$ cat src/rtl/rom_reader_if.sv
// Bundles the burst command, ROM read port and output stream of rom_reader.
// master: the reader's view. slave: the view of the environment around it.
interface rom_reader_if #(
  parameter int unsigned AW = 4,
  parameter int unsigned DW = 4
) ();
  logic          start;
  logic [AW-1:0] start_addr;
  logic [AW-1:0] len_m1;
  logic          busy;
  logic          done;
  logic          rom_en;
  logic [AW-1:0] rom_addr;
  logic [DW-1:0] rom_data;
  logic [DW-1:0] out_data;
  logic          out_valid;
  logic          out_ready;
  logic          out_last;

  modport master (
    input  start, start_addr, len_m1, rom_data, out_ready,
    output busy, done, rom_en, rom_addr, out_data, out_valid, out_last
  );

  modport slave (
    output start, start_addr, len_m1, rom_data, out_ready,
    input  busy, done, rom_en, rom_addr, out_data, out_valid, out_last
  );
endinterface

$ cat src/rtl/rom_reader.sv
// Burst reader for a synchronous ROM with one-cycle registered read.
// Reads are only issued when the 2-entry FIFO is guaranteed room for the returning word,
// so backpressure never drops or duplicates data.
module rom_reader #(
  parameter int unsigned AW = 4,
  parameter int unsigned DW = 4
) (
  input logic        clk,
  input logic        rst_n,
  rom_reader_if.master bus
);

  typedef enum logic [1:0] {StIdle, StRun, StDrain} state_e;

  localparam logic [AW:0]   CntOne  = (AW + 1)'(1);
  localparam logic [AW-1:0] AddrOne = AW'(1);

  state_e        state_q, state_d;
  logic [AW-1:0] addr_q, addr_d;
  logic [AW:0]   issue_cnt_q, issue_cnt_d;
  logic [AW:0]   accept_cnt_q, accept_cnt_d;
  logic [AW-1:0] rom_addr_q;
  logic          inflight_q;

  logic [DW-1:0] mem_q [2];
  logic          wr_ptr_q, rd_ptr_q;
  logic [1:0]    count_q;

  logic       pop, push, issue;
  logic [2:0] occupancy;

  // Handshake and issue decision; occupancy counts words already owed a FIFO slot.
  always_comb begin
    pop       = (count_q != 2'd0) & bus.out_ready;
    push      = inflight_q;
    occupancy = {1'b0, count_q} + {2'b00, inflight_q} - {2'b00, pop};
    issue     = (state_q == StRun) && (issue_cnt_q != '0) && (occupancy < 3'd2);
  end

  // Outputs; rom_addr shows the live address only while issuing, otherwise the last one used.
  always_comb begin
    bus.busy      = (state_q != StIdle);
    bus.out_valid = (count_q != 2'd0);
    bus.out_data  = mem_q[rd_ptr_q];
    bus.out_last  = bus.out_valid & (accept_cnt_q == CntOne);
    bus.done      = pop & bus.out_last;
    bus.rom_en    = issue;
    bus.rom_addr  = issue ? addr_q : rom_addr_q;
  end

  // Next-state logic for the FSM and burst counters.
  always_comb begin
    state_d      = state_q;
    addr_d       = addr_q;
    issue_cnt_d  = issue_cnt_q;
    accept_cnt_d = accept_cnt_q;
    unique case (state_q)
      StIdle: begin
        if (bus.start) begin
          addr_d       = bus.start_addr;
          issue_cnt_d  = {1'b0, bus.len_m1} + CntOne;
          accept_cnt_d = {1'b0, bus.len_m1} + CntOne;
          state_d      = StRun;
        end
      end
      StRun: begin
        if (issue) begin
          addr_d      = addr_q + AddrOne;
          issue_cnt_d = issue_cnt_q - CntOne;
          if (issue_cnt_q == CntOne) begin
            state_d = StDrain;
          end
        end
      end
      StDrain: begin
        if (bus.done) begin
          state_d = StIdle;
        end
      end
      default: state_d = StIdle;
    endcase
    if (pop) begin
      accept_cnt_d = accept_cnt_q - CntOne;
    end
  end

  // FSM, counters and read-tracking registers.
  always_ff @(posedge clk or negedge rst_n) begin
    if (!rst_n) begin
      state_q      <= StIdle;
      addr_q       <= '0;
      issue_cnt_q  <= '0;
      accept_cnt_q <= '0;
      rom_addr_q   <= '0;
      inflight_q   <= 1'b0;
    end else begin
      state_q      <= state_d;
      addr_q       <= addr_d;
      issue_cnt_q  <= issue_cnt_d;
      accept_cnt_q <= accept_cnt_d;
      inflight_q   <= issue;
      if (issue) begin
        rom_addr_q <= addr_q;
      end
    end
  end

  // Output FIFO; rom_data is captured only in the cycle after an issue.
  always_ff @(posedge clk or negedge rst_n) begin
    if (!rst_n) begin
      for (int i = 0; i < 2; i++) begin
        mem_q[i] <= '0;
      end
      wr_ptr_q <= 1'b0;
      rd_ptr_q <= 1'b0;
      count_q  <= 2'd0;
    end else begin
      if (push) begin
        mem_q[wr_ptr_q] <= bus.rom_data;
        wr_ptr_q        <= ~wr_ptr_q;
      end
      if (pop) begin
        rd_ptr_q <= ~rd_ptr_q;
      end
      unique case ({push, pop})
        2'b10:   count_q <= count_q + 2'd1;
        2'b01:   count_q <= count_q - 2'd1;
        default: count_q <= count_q;
      endcase
    end
  end

endmodule

$ cat src/flat_wrapper.sv
// flat-port wrapper written by rule: the top's interface ports become plain ports
module rom_reader_flat 
#(
  parameter int unsigned AW = 4,
  parameter int unsigned DW = 4
)
  (clk, rst_n, bus_start, bus_start_addr, bus_len_m1, bus_rom_data, bus_out_ready, bus_busy, bus_done, bus_rom_en, bus_rom_addr, bus_out_data, bus_out_valid, bus_out_last);
  rom_reader_if #(.AW(AW), .DW(DW)) bus_i ();
  input logic clk;
  input logic rst_n;
  input wire logic [$bits(bus_i.start)-1:0] bus_start;
  input wire logic [$bits(bus_i.start_addr)-1:0] bus_start_addr;
  input wire logic [$bits(bus_i.len_m1)-1:0] bus_len_m1;
  input wire logic [$bits(bus_i.rom_data)-1:0] bus_rom_data;
  input wire logic [$bits(bus_i.out_ready)-1:0] bus_out_ready;
  output wire logic [$bits(bus_i.busy)-1:0] bus_busy;
  output wire logic [$bits(bus_i.done)-1:0] bus_done;
  output wire logic [$bits(bus_i.rom_en)-1:0] bus_rom_en;
  output wire logic [$bits(bus_i.rom_addr)-1:0] bus_rom_addr;
  output wire logic [$bits(bus_i.out_data)-1:0] bus_out_data;
  output wire logic [$bits(bus_i.out_valid)-1:0] bus_out_valid;
  output wire logic [$bits(bus_i.out_last)-1:0] bus_out_last;
  assign bus_i.start = bus_start;
  assign bus_i.start_addr = bus_start_addr;
  assign bus_i.len_m1 = bus_len_m1;
  assign bus_i.rom_data = bus_rom_data;
  assign bus_i.out_ready = bus_out_ready;
  assign bus_busy = bus_i.busy;
  assign bus_done = bus_i.done;
  assign bus_rom_en = bus_i.rom_en;
  assign bus_rom_addr = bus_i.rom_addr;
  assign bus_out_data = bus_i.out_data;
  assign bus_out_valid = bus_i.out_valid;
  assign bus_out_last = bus_i.out_last;
  rom_reader #(.AW(AW), .DW(DW)) u_core (.clk(clk), .rst_n(rst_n), .bus(bus_i));
endmodule
$ cat config.mk
export PLATFORM = sky130hd
export DESIGN_NAME = rom_reader_flat
export DESIGN_NICKNAME = d
export VERILOG_FILES = /design/src/rtl/rom_reader_if.sv /design/src/rtl/rom_reader.sv /design/src/flat_wrapper.sv
export SDC_FILE = /design/constraint.sdc
export NUM_CORES = 1
export LEC_CHECK = 0
export CORE_UTILIZATION = 53
export DETAILED_ROUTE_END_ITERATION = 10
export PLACE_DENSITY = 0.85
export RECOVER_POWER = 50
export SYNTH_ARGS = -nofsm -noshare
export SYNTH_HDL_FRONTEND = slang
export SYNTH_SLANG_ARGS = --single-unit
$ cat constraint.sdc
create_clock -name clk -period 3.45 [get_ports clk]
set_clock_uncertainty 0.15 [all_clocks]
set_input_delay 0.345 -clock clk [delete_from_list [all_inputs] [get_ports clk]]
set_output_delay 0.345 -clock clk [all_outputs]
set_load 0.005 [all_outputs]
Yosys cells after proc, flatten, opt, wreduce, memory -nomap -nowiden
Index checks and enable logic that the tools add are counted.

$add $sub $neg: 8. Order comparisons: 4. Equality and inequality tests: 10. Mux-type cells: 21. Bitwise operators: 7. Reduce and logical (&&, ||, !) cells: 14.

Operator list (count): 2-to-1 mux 4 bit (7); 2-to-1 mux 5 bit (4); nonzero test 2 bit (6); == test 5 x 1 -> 1 bit (second input constant) (2); one-hot mux 5 bit (2 select lines) (1); subtractor 5 x 1 -> 5 bit (second input constant) (2); bitwise mux 8 bit (1); 2-to-1 mux 2 bit (4); one-hot mux 4 bit (2 select lines) (1); inequality test 2 bit (second input constant) (3); one-hot mux 2 bit (3 select lines) (1); adder 4 x 1 -> 5 bit (second input constant) (1); nonzero test 5 bit (1); adder 4 x 1 -> 4 bit (second input constant) (1); demux 4 bit (select 1 bit) (1); == test 2 x 1 -> 1 bit (second input constant) (2); == test 2 bit (second input constant) (2); >= comparator 2 bit (second input constant) (2); NOT 1 -> 2 bit (2); one-hot mux 2 bit (2 select lines) (1); AND reduction 4 bit (1); adder 2 x 1 -> 3 bit (1); bitwise AND 1 bit (3); logical AND 1 bit (3); 10 further kinds (11).

Register bits after elaboration: 33. Input port bits: 16. Output and inout port bits: 13. Logic and storage cells: 75.

Logic depth before layout (Yosys ltp)
Gate-level depths: netlist (run 1).

Depth after elaboration: 7. Gate-level depth with buffers: 9. Mapped depth without buffers: 7.

Least setup slack after synthesis (run 1)
Ideal clock, no wire load.

Path kind: register to output. Start point: register u_core.count_q[1]. End point: output bus_rom_addr[0]. Arrival: 2.376 ns. Required time: 2.955 ns. Slack: 0.579 ns. Cell stages (with the launch flop): 8. Path buffers: 1. Cells stage by stage: dfrtp_1 > o21ai_1 > buf_2 > nor2_1 > fa_1 > xnor2_1 > nand4_1 > mux2_2.

Cells in the longest elaborated chain, start to end: 6. Elaborated cells between the ends (all ways): 7. Those cells by class: add/sub: 2; order compare: 1; mux: 1; bitwise: 1; reduce/logical: 2.

RTL lines: start, declared (RTL line rom_reader.sv:27) `logic [1:0] count_q;`; start signal, assigned (RTL line rom_reader.sv:126) `2'b10: count_q <= count_q + 2'd1;`; start signal, assigned (RTL line rom_reader.sv:127) `2'b01: count_q <= count_q - 2'd1;`; start signal, assigned (RTL line rom_reader.sv:128) `default: count_q <= count_q;`; branches (longest 2 deep; another with adder 2 x 1 -> 3 bit); subtractor 3 x 1 -> 3 bit (*) (RTL line rom_reader.sv:36) `occupancy = {1'b0, count_q} + {2'b00, inflight_q} - {2'b00, pop};`; < comparator 3 x 2 -> 1 bit (*) (RTL line rom_reader.sv:37) `issue = (state_q == StRun) && (issue_cnt_q != '0) && (occupancy < 3'd2);`; logical AND 1 bit (*) (RTL line rom_reader.sv:37); 2-to-1 mux 4 bit (*) (RTL line rom_reader.sv:48) `bus.rom_addr = issue ? addr_q : rom_addr_q;`; end, declared (RTL line flat_wrapper.sv:19) `output wire logic [$bits(bus_i.rom_addr)-1:0] bus_rom_addr;`.

Mark *: on every way between the ends.

Final worst setup path (run 1)
Start point: register u_core.count_q[1]. End point: output bus_rom_addr[1].

The elaborated chain is that of the path after synthesis.

==> reports/qor.txt, run 1 <==
RSZ-0062 raised after global routing: false
Worst Hold Depth: 3
Cells after Synth: 173
Largest net degree at the start of global routing: 34
Drt first pass iters: 6
Hold buffers post-CTS: 0
RD Place Congestion: 0.882
Total power: 2.35 mW
Post-synthesis sequential area ratio: 45.3%
Final Cell Area: 2220 um2
I/O Pins: 29
Final period util: 94.4%
First-pass GRT wire length: 6.24 mm
Max Buffers Root-to-Sink: 2
Post-route ant nets: 0
Synth Area per Inst: 10.5 um2
Ys Warns: 0
Inserted Clock Buffers: 5
HPWL Detailed: 2.84 mm
Clk_lat worst skew: 0.35 ns
Cells after DPL: 245
Clk root buf: clkbuf_4
Bufs and invs on worst path: 1
Worst Path Max Fanout: 7
Worst reg-to-reg setup slack: 1.01 ns
Slew HR: -18.4%
Crit start category: flop
WHS Endpoint: u_core.state_q[1]
Starting density of the core: 57.8%
Max-cap viol count: 1
Mapped cell area: 1820 um2
Path category of the worst min-delay check: in -> reg
Failing checks: max-capacitance violations, max-slew violations
Die area: 3680 um2
Total number of vias: 1427
Met2 WL: 1.90 mm
Post-synth top area cell: dfrtp_1
Avg WL per Cell: 15.3 um
Reg2reg path depth: 8
Port Buffers: 28
Final wirelength: 3.86 mm
CTS tree: yes
Yosys reg bits: 33
Postcts setup bufs: 0
CTS clk-pin slew, worst paths: 0.11 ns
FF-to-FF Start: u_core.count_q[1]
Die width: 60.7 um
Status: finished with violations
Htree depth: 2
GR Util All Layers: 24.0%
Req. time, crit path: 2.95 ns
Synth top cells by count: dfrtp_1 (33), mux2_2 (18), nor2_1 (17)
Setup TNS: 0 ns
Fin. Hold Viols: 0
Die Ht: 60.7 um
Synth Flop Type: dfrtp_1
Power per cell area: 1060 nW/um2
NumNets Final: 232
Placed cell area: 2170 um2
Max Used Layer: met4
Met1 Routed Length: 1.65 mm
Critical path depth: 7
Kind of critical path: reg -> out
Fmax achieved: 307 MHz
Count leader, synth: dfrtp_1
Tmin final: 3.26 ns
DRC: 0
Layout cells sized above 1: 18.7%
Ant diodes: 0
GRT overflow: 0
Synthesized net count: 197
CP Cell Sequence: o21ai_1 -> nor2_1 -> fa_1 -> xnor2_1 -> nand4_1 -> mux2_2 -> clkdlybuf4s50_1
Via density: 5.64
Largest cells by area after synthesis: dfrtp_1 (45%), mux2_2 (11%), ha_1 (4.8%), nor2_1 (3.5%), o22a_1 (3.4%)
Maximum VDD drop: 484 uV
Met3 wire len: 174 um
Layout Cells excl Fill: 253
Final setup fails: 0
EDFF count, synth: 0
Critical path capture point type: output pin
Initial detailed-routing violation count: 61
Std-Cell Rows: 20
Worst path arrival time: 2.76 ns
Worst Tran Pin Value: 1.78 ns
Worst path max stage delay: 0.50 ns
CP max-delay cell: clkdlybuf4s50_1
Leakage power: 0.938 nW
Post-synth ARST share: 100%
Yosys cell types: 38
Initial antenna violation count: 0
Slew Limit Fails: 34
Vias in the first global route: 1441
FF-to-FF End: u_core.addr_q[0]
Synth top area share: 45.3%
Worst hold path startpoint: bus_out_ready
Area Growth Syn to Fin: 22.0%
Core area: 3150 um2
Family with the most delay on the worst path: buffers and inverters
Sink Count: 33
-- per-layer routing --
metal	vias up	GRT usage, %
met1	682	27.6
met2	40	40.7
li1	688	-
met3	17	5.97
met4	0	13.6
met5	-	0
-- cells by family after synthesis --
kind of cell               after synthesis  share of synthesized area, %
and+or+nand+nor                         54                          15.0
AOI/OAI and AO/OA                       36                          14.2
DFF                                     33                          45.3
muxes                                   20                          12.2
buffers and inverters                   14                          3.50
xor gates and xnor gates                 8                          3.84
adders and majority gates                8                          5.90
-- registers in the layout, summed over array words and instances (netlist names) --
signal               flops
u_core.rom_addr_q        4
u_core.issue_cnt_q       5
u_core.addr_q            4
u_core.wr_ptr_q          1
u_core.accept_cnt_q      5
u_core.rd_ptr_q          1
u_core.mem_q             8
u_core.count_q           2
u_core.state_q           2
u_core.inflight_q        1
-- layout by cell type, fill, tap and decap left out, types with 4 or more instances in the layout --
cell type,netlist,routed
clkbuf_4,0,5
o22a_1,7,7
inv_1,8,8
nor2_1,17,17
buf_4,0,4
a31oi_1,4,4
clkdlybuf4s50_1,0,26
nand2_1,13,13
ha_1,7,7
xnor2_1,4,4
mux2_2,18,18
xor2_1,4,4
nand3_1,6,6
dfrtp_1,33,30
a21oi_1,10,10
-- how the worst max path moves through the flow --
stage                                 start               to  slack, ns
final                     u_core.count_q[1]  bus_rom_addr[1]       0.19
after global routing      u_core.inflight_q  bus_rom_addr[1]       0.01
after CTS                     bus_out_ready  bus_rom_addr[1]       0.07
after floorplan           u_core.count_q[1]  bus_rom_addr[0]       0.58
after detailed placement      bus_out_ready  bus_rom_addr[1]       0.07
after global placement        bus_out_ready  bus_rom_addr[1]       0.16
-- through the flow --
step	hold WS, ns	setup WS, ns	utilization (%)
5_1_grt	0.350	0.0111	70.5
6_report	0.303	0.192	70.5
4_1_cts	0.248	0.0683	70.6
3_3_place_gp	0.324	0.164	68.8
2_1_floorplan	-0.101	0.579	-
3_5_place_dp	0.341	0.0666	68.8
-- timing repair --
item                       4_1_cts  5_1_grt
resized for setup                0        4
hold endpoints to repair         0        0
setup endpoints to repair        0        5
-- final cells by class --
class | count | area, um2
clock inverters | 3 | 17.5
well taps | 44 | 55.1
clock buffers | 5 | 37.5
flip-flops and latches | 33 | 830
inverters | 8 | 30.0
fillers | 241 | 930
multi-input cells | 126 | 933
repair buffers | 34 | 320
-- worst reg2reg max path, stage by stage, from the launching register on --
cell	delay (ns)
dfrtp_2	0.48
o21ai_1	0.17
nor2_1	0.08
fa_1	0.41
xnor2_1	0.20
buf_4	0.17
a41oi_4	0.25
or3_1	0.39
nand3_1	0.09
-- report_power, final --
group          internal, mW  switching (mW)  total (mW)
Clock                0.0768           0.142       0.219
Combinational         0.750           0.601        1.35
Sequential            0.591           0.189       0.781
No activity file was read; power rests on OpenSTA's default activity.
==> inputs of run 2 (changes only) <==
--- a/config.mk
+++ b/config.mk
@@ -7,6 +7,7 @@
 export LEC_CHECK = 0
 export CORE_UTILIZATION = 53
 export DETAILED_ROUTE_END_ITERATION = 10
+export GPL_ROUTABILITY_DRIVEN = 1
 export PLACE_DENSITY = 0.85
 export RECOVER_POWER = 50
 export SYNTH_ARGS = -nofsm -noshare
==> results of run 2 <==
The final DEF is identical to that of run 1; final timing and power are the same.
